File: src/rtl/pipe_hazard_ctrl_pkg.sv
// Shared types for the pipeline stall/flush sequencer: FSM state encoding,
// the control bundle driven to the PC and pipeline buffer registers, and
// the canned control patterns for each hazard resolution.
package Pipe_Buf_Reg_PKG;

    localparam int REG_W = 5;

    typedef enum logic [1:0] {
        INIT     = 2'd0,
        RUN      = 2'd1,
        MEM_WAIT = 2'd2
    } pipe_ctrl_state_e;

    // Load enables and bubble-inserting flushes for PC and IF/ID..MEM/WB
    typedef struct packed {
        logic pc_en;
        logic if_id_en;
        logic id_ex_en;
        logic ex_mem_en;
        logic mem_wb_en;
        logic if_id_flush;
        logic id_ex_flush;
        logic mem_wb_flush;
        logic pc_sel;
        logic dmem_valid;
    } pipe_ctrl_t;

    // Held in reset: nothing loads, every buffer presents a bubble
    localparam pipe_ctrl_t CTRL_RESET = '{
        pc_en: 1'b0, if_id_en: 1'b0, id_ex_en: 1'b0, ex_mem_en: 1'b0, mem_wb_en: 1'b0,
        if_id_flush: 1'b1, id_ex_flush: 1'b1, mem_wb_flush: 1'b1,
        pc_sel: 1'b0, dmem_valid: 1'b0};

    // First cycle after reset: load a bubble into every buffer register
    localparam pipe_ctrl_t CTRL_INIT = '{
        pc_en: 1'b1, if_id_en: 1'b1, id_ex_en: 1'b1, ex_mem_en: 1'b1, mem_wb_en: 1'b1,
        if_id_flush: 1'b1, id_ex_flush: 1'b1, mem_wb_flush: 1'b1,
        pc_sel: 1'b0, dmem_valid: 1'b0};

    localparam pipe_ctrl_t CTRL_ADVANCE = '{
        pc_en: 1'b1, if_id_en: 1'b1, id_ex_en: 1'b1, ex_mem_en: 1'b1, mem_wb_en: 1'b1,
        if_id_flush: 1'b0, id_ex_flush: 1'b0, mem_wb_flush: 1'b0,
        pc_sel: 1'b0, dmem_valid: 1'b0};

    // Wrong-path instructions in IF/ID and ID/EX are squashed
    localparam pipe_ctrl_t CTRL_REDIRECT = '{
        pc_en: 1'b1, if_id_en: 1'b1, id_ex_en: 1'b1, ex_mem_en: 1'b1, mem_wb_en: 1'b1,
        if_id_flush: 1'b1, id_ex_flush: 1'b1, mem_wb_flush: 1'b0,
        pc_sel: 1'b1, dmem_valid: 1'b0};

    // Freeze PC and IF/ID, push one bubble into ID/EX
    localparam pipe_ctrl_t CTRL_LOAD_USE = '{
        pc_en: 1'b0, if_id_en: 1'b0, id_ex_en: 1'b1, ex_mem_en: 1'b1, mem_wb_en: 1'b1,
        if_id_flush: 1'b0, id_ex_flush: 1'b1, mem_wb_flush: 1'b0,
        pc_sel: 1'b0, dmem_valid: 1'b0};

    // Freeze everything up to EX/MEM; MEM/WB keeps draining with bubbles
    localparam pipe_ctrl_t CTRL_MEM_STALL = '{
        pc_en: 1'b0, if_id_en: 1'b0, id_ex_en: 1'b0, ex_mem_en: 1'b0, mem_wb_en: 1'b1,
        if_id_flush: 1'b0, id_ex_flush: 1'b0, mem_wb_flush: 1'b1,
        pc_sel: 1'b0, dmem_valid: 1'b1};

endpackage

File: src/rtl/pipe_hazard_ctrl_hazard_detect.sv
// Load-use hazard compare: the load in EX writes a register that the
// instruction in ID actually reads. x0 never creates a dependency.
module hazard_detect
    import Pipe_Buf_Reg_PKG::*;
(
    input  logic             ex_memread,
    input  logic [REG_W-1:0] ex_rd,
    input  logic [REG_W-1:0] id_rs1,
    input  logic [REG_W-1:0] id_rs2,
    input  logic             id_use_rs1,
    input  logic             id_use_rs2,
    output logic             load_use
);

    logic rs1_hit;
    logic rs2_hit;

    // Source operand match against the pending load destination
    always_comb begin
        rs1_hit  = id_use_rs1 && (id_rs1 == ex_rd);
        rs2_hit  = id_use_rs2 && (id_rs2 == ex_rd);
        load_use = ex_memread && (ex_rd != '0) && (rs1_hit || rs2_hit);
    end

endmodule

File: src/rtl/pipe_hazard_ctrl.sv
// Stall/flush sequencer for the 5-stage pipeline: resolves memory stalls,
// EX redirects and load-use hazards, keeps saturating stall/flush counters
// and a sticky data-memory timeout flag.
module pipe_hazard_ctrl
    import Pipe_Buf_Reg_PKG::*;
#(
    parameter int PC_W        = 9,
    parameter int CNT_W       = 16,
    parameter int MEM_TIMEOUT = 15
) (
    input  logic             clk,
    input  logic             rst_n,
    input  logic [REG_W-1:0] id_rs1,
    input  logic [REG_W-1:0] id_rs2,
    input  logic             id_use_rs1,
    input  logic             id_use_rs2,
    input  logic             ex_memread,
    input  logic [REG_W-1:0] ex_rd,
    input  logic             ex_redirect,
    input  logic [PC_W-1:0]  ex_target,
    input  logic             mem_req,
    input  logic             dmem_ack,
    input  logic             cnt_clr,
    output logic             dmem_valid,
    output logic             pc_en,
    output logic             if_id_en,
    output logic             id_ex_en,
    output logic             ex_mem_en,
    output logic             mem_wb_en,
    output logic             if_id_flush,
    output logic             id_ex_flush,
    output logic             mem_wb_flush,
    output logic             pc_sel,
    output logic [PC_W-1:0]  next_pc,
    output logic [CNT_W-1:0] stall_cnt,
    output logic [CNT_W-1:0] flush_cnt,
    output logic             mem_err
);

    localparam int                WAIT_W   = $clog2(MEM_TIMEOUT + 1);
    localparam logic [WAIT_W-1:0] WAIT_MAX = WAIT_W'(MEM_TIMEOUT);
    localparam logic [CNT_W-1:0]  CNT_MAX  = {CNT_W{1'b1}};

    pipe_ctrl_state_e  state_q, state_d;
    logic [CNT_W-1:0]  stall_cnt_q, stall_cnt_d;
    logic [CNT_W-1:0]  flush_cnt_q, flush_cnt_d;
    logic [WAIT_W-1:0] wait_q, wait_d;
    logic              mem_err_q, mem_err_d;
    pipe_ctrl_t        ctrl;
    logic              load_use;
    logic              stall_inc;
    logic              flush_inc;

    hazard_detect u_hazard_detect (
        .ex_memread (ex_memread),
        .ex_rd      (ex_rd),
        .id_rs1     (id_rs1),
        .id_rs2     (id_rs2),
        .id_use_rs1 (id_use_rs1),
        .id_use_rs2 (id_use_rs2),
        .load_use   (load_use)
    );

    // Priority resolution of hazards and next-state / timeout bookkeeping
    always_comb begin
        ctrl      = CTRL_RESET;
        state_d   = state_q;
        stall_inc = 1'b0;
        flush_inc = 1'b0;
        wait_d    = wait_q;
        mem_err_d = mem_err_q;
        unique case (state_q)
            INIT: begin
                ctrl    = CTRL_INIT;
                wait_d  = '0;
                state_d = RUN;
            end
            RUN: begin
                wait_d = '0;
                if (mem_req && !dmem_ack) begin
                    // A redirect in EX stays parked in ID/EX until release
                    ctrl      = CTRL_MEM_STALL;
                    stall_inc = 1'b1;
                    state_d   = MEM_WAIT;
                end else if (ex_redirect) begin
                    // Beats load-use: the ID instruction is wrong-path anyway
                    ctrl      = CTRL_REDIRECT;
                    flush_inc = 1'b1;
                end else if (load_use) begin
                    ctrl      = CTRL_LOAD_USE;
                    stall_inc = 1'b1;
                end else begin
                    ctrl = CTRL_ADVANCE;
                end
                ctrl.dmem_valid = mem_req;
            end
            MEM_WAIT: begin
                // The ack cycle itself is still a stall; advance next cycle
                ctrl      = CTRL_MEM_STALL;
                stall_inc = 1'b1;
                wait_d    = (wait_q < WAIT_MAX) ? wait_q + 1'b1 : wait_q;
                if (wait_d == WAIT_MAX) begin
                    mem_err_d = 1'b1;
                end
                if (dmem_ack) begin
                    state_d = RUN;
                end
            end
            default: begin
                ctrl    = CTRL_INIT;
                state_d = INIT;
            end
        endcase
        // Outputs must show reset values while rst_n is low, not INIT ones
        if (!rst_n) begin
            ctrl = CTRL_RESET;
        end
    end

    // Saturating performance counters; clear wins over increment
    always_comb begin
        stall_cnt_d = stall_cnt_q;
        flush_cnt_d = flush_cnt_q;
        if (cnt_clr) begin
            stall_cnt_d = '0;
            flush_cnt_d = '0;
        end else begin
            if (stall_inc && (stall_cnt_q != CNT_MAX)) begin
                stall_cnt_d = stall_cnt_q + 1'b1;
            end
            if (flush_inc && (flush_cnt_q != CNT_MAX)) begin
                flush_cnt_d = flush_cnt_q + 1'b1;
            end
        end
    end

    // State, counters and sticky timeout registers
    always_ff @(posedge clk or negedge rst_n) begin
        if (!rst_n) begin
            state_q     <= INIT;
            stall_cnt_q <= '0;
            flush_cnt_q <= '0;
            wait_q      <= '0;
            mem_err_q   <= 1'b0;
        end else begin
            state_q     <= state_d;
            stall_cnt_q <= stall_cnt_d;
            flush_cnt_q <= flush_cnt_d;
            wait_q      <= wait_d;
            mem_err_q   <= mem_err_d;
        end
    end

    assign pc_en        = ctrl.pc_en;
    assign if_id_en     = ctrl.if_id_en;
    assign id_ex_en     = ctrl.id_ex_en;
    assign ex_mem_en    = ctrl.ex_mem_en;
    assign mem_wb_en    = ctrl.mem_wb_en;
    assign if_id_flush  = ctrl.if_id_flush;
    assign id_ex_flush  = ctrl.id_ex_flush;
    assign mem_wb_flush = ctrl.mem_wb_flush;
    assign pc_sel       = ctrl.pc_sel;
    assign dmem_valid   = ctrl.dmem_valid;
    assign next_pc      = rst_n ? ex_target : '0;
    assign stall_cnt    = stall_cnt_q;
    assign flush_cnt    = flush_cnt_q;
    assign mem_err      = mem_err_q;

endmodule
File: config.mk
export PLATFORM = sky130hd
export DESIGN_NAME = pipe_hazard_ctrl
export DESIGN_NICKNAME = d
export VERILOG_FILES = /design/src/rtl/pipe_hazard_ctrl_pkg.sv /design/src/rtl/pipe_hazard_ctrl_hazard_detect.sv /design/src/rtl/pipe_hazard_ctrl.sv
export SDC_FILE = /design/constraint.sdc
export NUM_CORES = 1
export LEC_CHECK = 0
export BUFFER_PORTS_ARGS = -buffer_cell sky130_fd_sc_hd__buf_2
export CAP_MARGIN = 15
export CORE_MARGIN = 2
export CORE_UTILIZATION = 50
export CTS_BUF_LIST = sky130_fd_sc_hd__clkbuf_8
export CTS_CLUSTER_DIAMETER = 200
export DETAILED_ROUTE_END_ITERATION = 8
export PLACE_DENSITY = 0.8
export SYNTH_ARGS = -nofsm -noshare
export SYNTH_HDL_FRONTEND = slang
export SYNTH_SLANG_ARGS = --single-unit
File: constraint.sdc
create_clock -name clk -period 4.1 [get_ports clk]
set_clock_uncertainty 0.1 [all_clocks]
set_input_delay 0.205 -clock clk [delete_from_list [all_inputs] [get_ports clk]]
set_output_delay 0.205 -clock clk [all_outputs]
set_load 0.01 [all_outputs]
# Word-level counts from Yosys, hierarchy flattened
# Index checks and enable logic that the tools add are counted.
# Widths: inputs -> output; s select.
[totals]
latchBits = 0
output_inout_bits = 52
regBits = 39
wordCells = 57
mem_bits_ro = 0
memories = 0
mem_bits_rw = 0
[classes]
n_lt_le_gt_ge = 1
multipliers = 0
shift = 0
n_div = 0
bitwise = 0
n_eq_ne = 9
muxes = 22
reduce_logical = 17
n_addsub = 3
[ops]
columns = ["cell", "count"]
rows = [
  ["$mux 16", 4],
  ["$mux 10", 4],
  ["$add 16x1->16 const B", 2],
  ["$ne 16x16->1 const B", 2],
  ["$pmux 10 s2", 1],
  ["$eq 5x5->1", 2],
  ["$mux 9", 1],
  ["$pmux 4 s2", 1],
  ["$logic_and 1x1->1", 7],
  ["$mux 1", 6],
  ["$pmux 2 s3", 1],
  ["$reduce_bool 2->1", 3],
  ["$reduce_bool 5->1", 1],
  ["$add 4x1->4 const B", 1],
  ["$eq 4x4->1 const B", 1],
  ["$lt 4x4->1 const B", 1],
  ["$mux 2", 2],
  ["$mux 4", 1],
  ["$ne 2x2->1 const B", 2],
  ["$reduce_and 2->1", 2],
  ["$eq 2x1->1 const B", 1],
  ["$eq 2x2->1 const B", 1],
  ["$logic_not 2->1", 1],
  ["$pmux 1 s2", 1],
  ["3 further kinds", 3],
]

# Logic depth before layout (Yosys ltp)
[logic_depth]
word_depth = 11
mapped_depth = 10

# Hierarchy
# From an unflattened synthesis, not the netlist that was laid out.
[unflattened]
hier_cells = 282
area_unflattened_um2 = 2509.9
[modules_own_cells]
columns = ["mod", "cells_each", "seq_area_each_um2", "area_each_um2", "instances"]
rows = [
  ["pipe_hazard_ctrl", 265, 975.9, 2376.0, 1],
  ["hazard_detect", 17, 0.0, 133.9, 1],
]

# Least setup slack after synthesis
# OpenSTA, ideal clock, no wires.
[synth_path]
kind = "register to register"
start = "reg state_q[1]"
end = "reg stall_cnt_q[12] (netlist: stall_cnt[12])"
t_arrival_ns = 2.000
setup_ns = 0.076
setup_slack_ns = 1.925
stages_incl_launch_ff = 10
required_ns = 3.924
path_buffers = 1
cell_sequence = "dfrtp_1 inv_1 ha_1 and3b_1 o21ai_0 nor2_1 a31oi_2 buf_6 or4_1 a21oi_2"
[synth_via]
elab_chain_len = 4
[synth_rtl]
columns = ["element", "line_no", "text"]
rows = [
  ["start: declaration", "pipe_hazard_ctrl.sv:44", "pipe_ctrl_state_e state_q, state_d;"],
  ["start signal: assignment", "pipe_hazard_ctrl.sv:146", "state_q <= state_d;"],
  ["$eq 2x2->1 / $eq 2x1->1 (equally long branches)", "pipe_hazard_ctrl.sv:72", "unique case (state_q)"],
  ["$pmux 1 s2 *", "pipe_hazard_ctrl.sv:72", ""],
  ["$logic_and 1x1->1 *", "pipe_hazard_ctrl.sv:128", "if (stall_inc && (stall_cnt_q != CNT_MAX)) begin"],
  ["$reduce_bool 2->1 (no line) *", "--", ""],
  ["end signal: assignment", "pipe_hazard_ctrl.sv:147", "stall_cnt_q <= stall_cnt_d;"],
  ["end: declaration", "pipe_hazard_ctrl.sv:45", "logic [CNT_W-1:0] stall_cnt_q, stall_cnt_d;"],
]
# Mark *: on every way between the ends. The rest lies on a longest branch, timed or not.
# A chain may end at the register's enable or synchronous reset.

# Worst setup path after layout
[layout_path]
start = "reg state_q[1]"
end = "reg stall_cnt_q[1] (netlist: stall_cnt[1])"
# The elaborated chain is that of the path after synthesis.

==> summary.md <==
| Metric | Value |
|---|---|
| I/O pins | 85 |
| CTS Hold Bufs | 1 |
| Fin crit period | 2.65 ns |
| Max-slew headroom | 44.4% |
| Seq/Total Area, Yosys | 39.5% |
| Syn_nets | 316 |
| Synth Area in Simple Gates | 26.9% |
| Final setup viols | 0 |
| Worst Path Arrival | 2.70 ns |
| Worst Path Required | 4.16 ns |
| Share of layout cells above drive strength 1 | 28.9% |
| # fillers | 426 |
| DP Wirelength | 4300 um |
| Largest net degree at the start of global routing | 43 |
| Postcts setup bufs | 0 |
| Startpoint types | flop |
| #FFs+latches synth | 39 |
| Cells after DPL | 415 |
| Final Wtd Congestion | 0.795 |
| Final Power | 0.00100 W |
| TritonCTS clock tree | built |
| Drt first-iter violations | 140 |
| Clock insertion delay at the later pin of the skew report | 0.29 ns |
| VDD IR max | 0.281 mV |
| Final Cycle Share | 64.6% |
| Post-synthesis xor/xnor area fraction | 9.93% |
| Root buffer cell | clkbuf_8 |
| Num Clock Sinks | 39 |
| Post-synth EDFFs | 0 |
| Row cnt | 25 |
| Worst-path clk slew | 0.08 ns |
| RSZ-0062 raised after global routing | false |
| GRT Total Usage | 21.8% |
| Area fraction in compound gates after synthesis | 13.4% |
| Fin Setup TNS | 0 ns |
| Mux cell area share after synthesis | 2.08% |
| Vias per std cell | 5.46 |
| ANT cells | 0 |
| Worst setup EP type | flop |
| Final Instance Count excl. Fillers | 424 |
| DRT Pass-1 Iters | 4 |
| DR vias | 2315 |
| Global-route wire length before repair | 9360 um |
| Vias in the first global route | 2046 |
| Die area | 0.00552 sq mm |
| Count of cell types in the netlist | 45 |
| Resized cells post-CTS | 0 |
| Htree depth | 2 |
| WL/cell | 13.6 um |
| Post-Syn Area | 0.00247 sq mm |
| Pleak | 1.45 nW |
| Total CTS buffers | 5 |
| HP Class | input port to flop |
| Synth-to-Final Area Change | 21.3% |
| Die width | 74.3 um |
| Ys Warns | 0 |
| Final Net Count | 397 |
| Post-Synth Adder-Cell Area | 4.05% |
| Post-Route WL | 5780 um |
| Outcome | finished, final reports clean |
| Async SR Flop Fraction | 100% |
| Core area | 0.00475 sq mm |
| Slew @ Worst Pin | 0.831 ns |
| Clk buf depth | 2 |
| Primary FF master, synth | dfrtp_1 |
| Worst hold slack | 0.0577 ns |
| Largest fanout on the critical path | 20 |
| Remaining DRCs | 0 |
| Starting Density | 51.9% |
| Max Cap Viol | 0 |
| Final Max Tran Viols | 0 |
| Fmax | 378 MHz |
| Final Hold Vio Count | 0 |
| Final ANT Viol Nets | 0 |
| Setup CP Type | flop to flop |
| Number of antenna violations at the first check in global routing | 0 |
| Syn Area/Cell | 8.98 sq um |
| Vert. Die Dim | 74.3 um |
| PwrDens | 334 mW/mm^2 |
| Remaining global-route overflow | 0 |
| IO buf count | 84 |
| Main combinational cell family by area after synthesis | simple AND/OR/NAND/NOR gates |
| Fin util | 63.0% |
| Post-Synthesis Cells | 275 |
[cell type report]
class	instances	area, sq um	area share [%]
clock buffer	5	68.8	2.30
clock inverter	3	15.0	0.501
inverter	6	22.5	0.752
multi-input combinational	218	1390	46.4
sequential	39	976	32.6
tap	67	83.8	2.80
timing repair buffer	86	438	14.6
[routing by layer]
layer,routed length [um],vias to the layer above,share of wire (%),global-route usage [%]
met5,0,-,0,0
met4,55,0,0.95,5.16
met3,344,6,6.0,4.34
met2,2850,81,49,36.4
met1,2520,1088,44,29.7
li1,-,1140,-,-
[where the power goes]
part | leakage (nW) | internal, W | switching, W
registers | 0.542 | 0.000403 | 0.0000266
logic | 0.862 | 0.000126 | 0.000192
clock network | 0.0477 | 0.000116 | 0.000137
total | 1.45 | 0.000646 | 0.000355
[cells in the final DEF (no fill, tap or decap), drive strengths merged, types with 3 or more instances in the layout]
| master | instances |
|---|---|
| nand4 | 18 |
| clkbuf | 5 |
| and3 | 5 |
| a21oi | 19 |
| nand2 | 21 |
| xnor2 | 12 |
| nand3 | 10 |
| nor4 | 3 |
| or3 | 9 |
| clkinv | 3 |
| ha | 8 |
| xor2 | 16 |
| mux2i | 4 |
| dfrtp | 39 |
| or4 | 5 |
| inv | 6 |
| nor2 | 32 |
| o31ai | 4 |
| and2 | 12 |
| o21ai | 17 |
| buf | 85 |
[metrics by stage]
step	setup slack (ns)	cell area, sq um
finish	1.45	3000
global route	1.09	3000
CTS	1.47	3000
detailed placement	1.49	2900
global placement	1.60	2900
floorplan	1.92	2470
[worst max-delay path: stages, from the launching register on]
cell and delay (ns):
dfrtp_1 0.42, inv_1 0.10, ha_1 0.29, and3b_1 0.23, o21ai_0 0.23, nor2_1 0.12
a31oi_2 0.68, mux2i_1 0.28, nor2_1 0.06
[Yosys cell counts, types with 8 or more instances]
library cell | instances | area share, %
a21oi_1 | 14 | 2.8
and2_1 | 12 | 3.0
dfrtp_1 | 39 | 40
ha_1 | 8 | 4.1
nand2_1 | 21 | 3.2
nand3_1 | 10 | 2.0
nand4_1 | 18 | 4.6
nor2_1 | 32 | 4.9
o21ai_0 | 10 | 2.0
or3_1 | 9 | 2.3
xnor2_1 | 12 | 4.3
xor2_1 | 16 | 5.7
[registers in the layout, indices dropped and copies added, names as in the netlist]
name,cells
state_q,2
mem_err,1
flush_cnt,16
wait_q,4
stall_cnt,16
[final timing paths]
check                           start      endpoint  slack (ns)  cells past startpoint
max                        state_q[1]  stall_cnt[1]        1.45                      8
min                          dmem_ack    state_q[1]        0.06                      2
max reg2reg                state_q[1]  stall_cnt[1]        1.45                      8
min reg2reg                   mem_err       mem_err        0.38                      1
max in group asynchronous       rst_n  flush_cnt[0]        2.94                      3
min in group asynchronous       rst_n    state_q[1]        0.21                      2
[cells by family after synthesis]
| family | Yosys count |
|---|---|
| and+or+nand+nor | 127 |
| muxes | 5 |
| AOI/OAI and AO/OA | 50 |
| DFF | 39 |
| adders and majority gates | 8 |
| xor gates and xnor gates | 28 |
| buffers and inverters | 18 |
No activity file was read; power rests on OpenSTA's default activity.
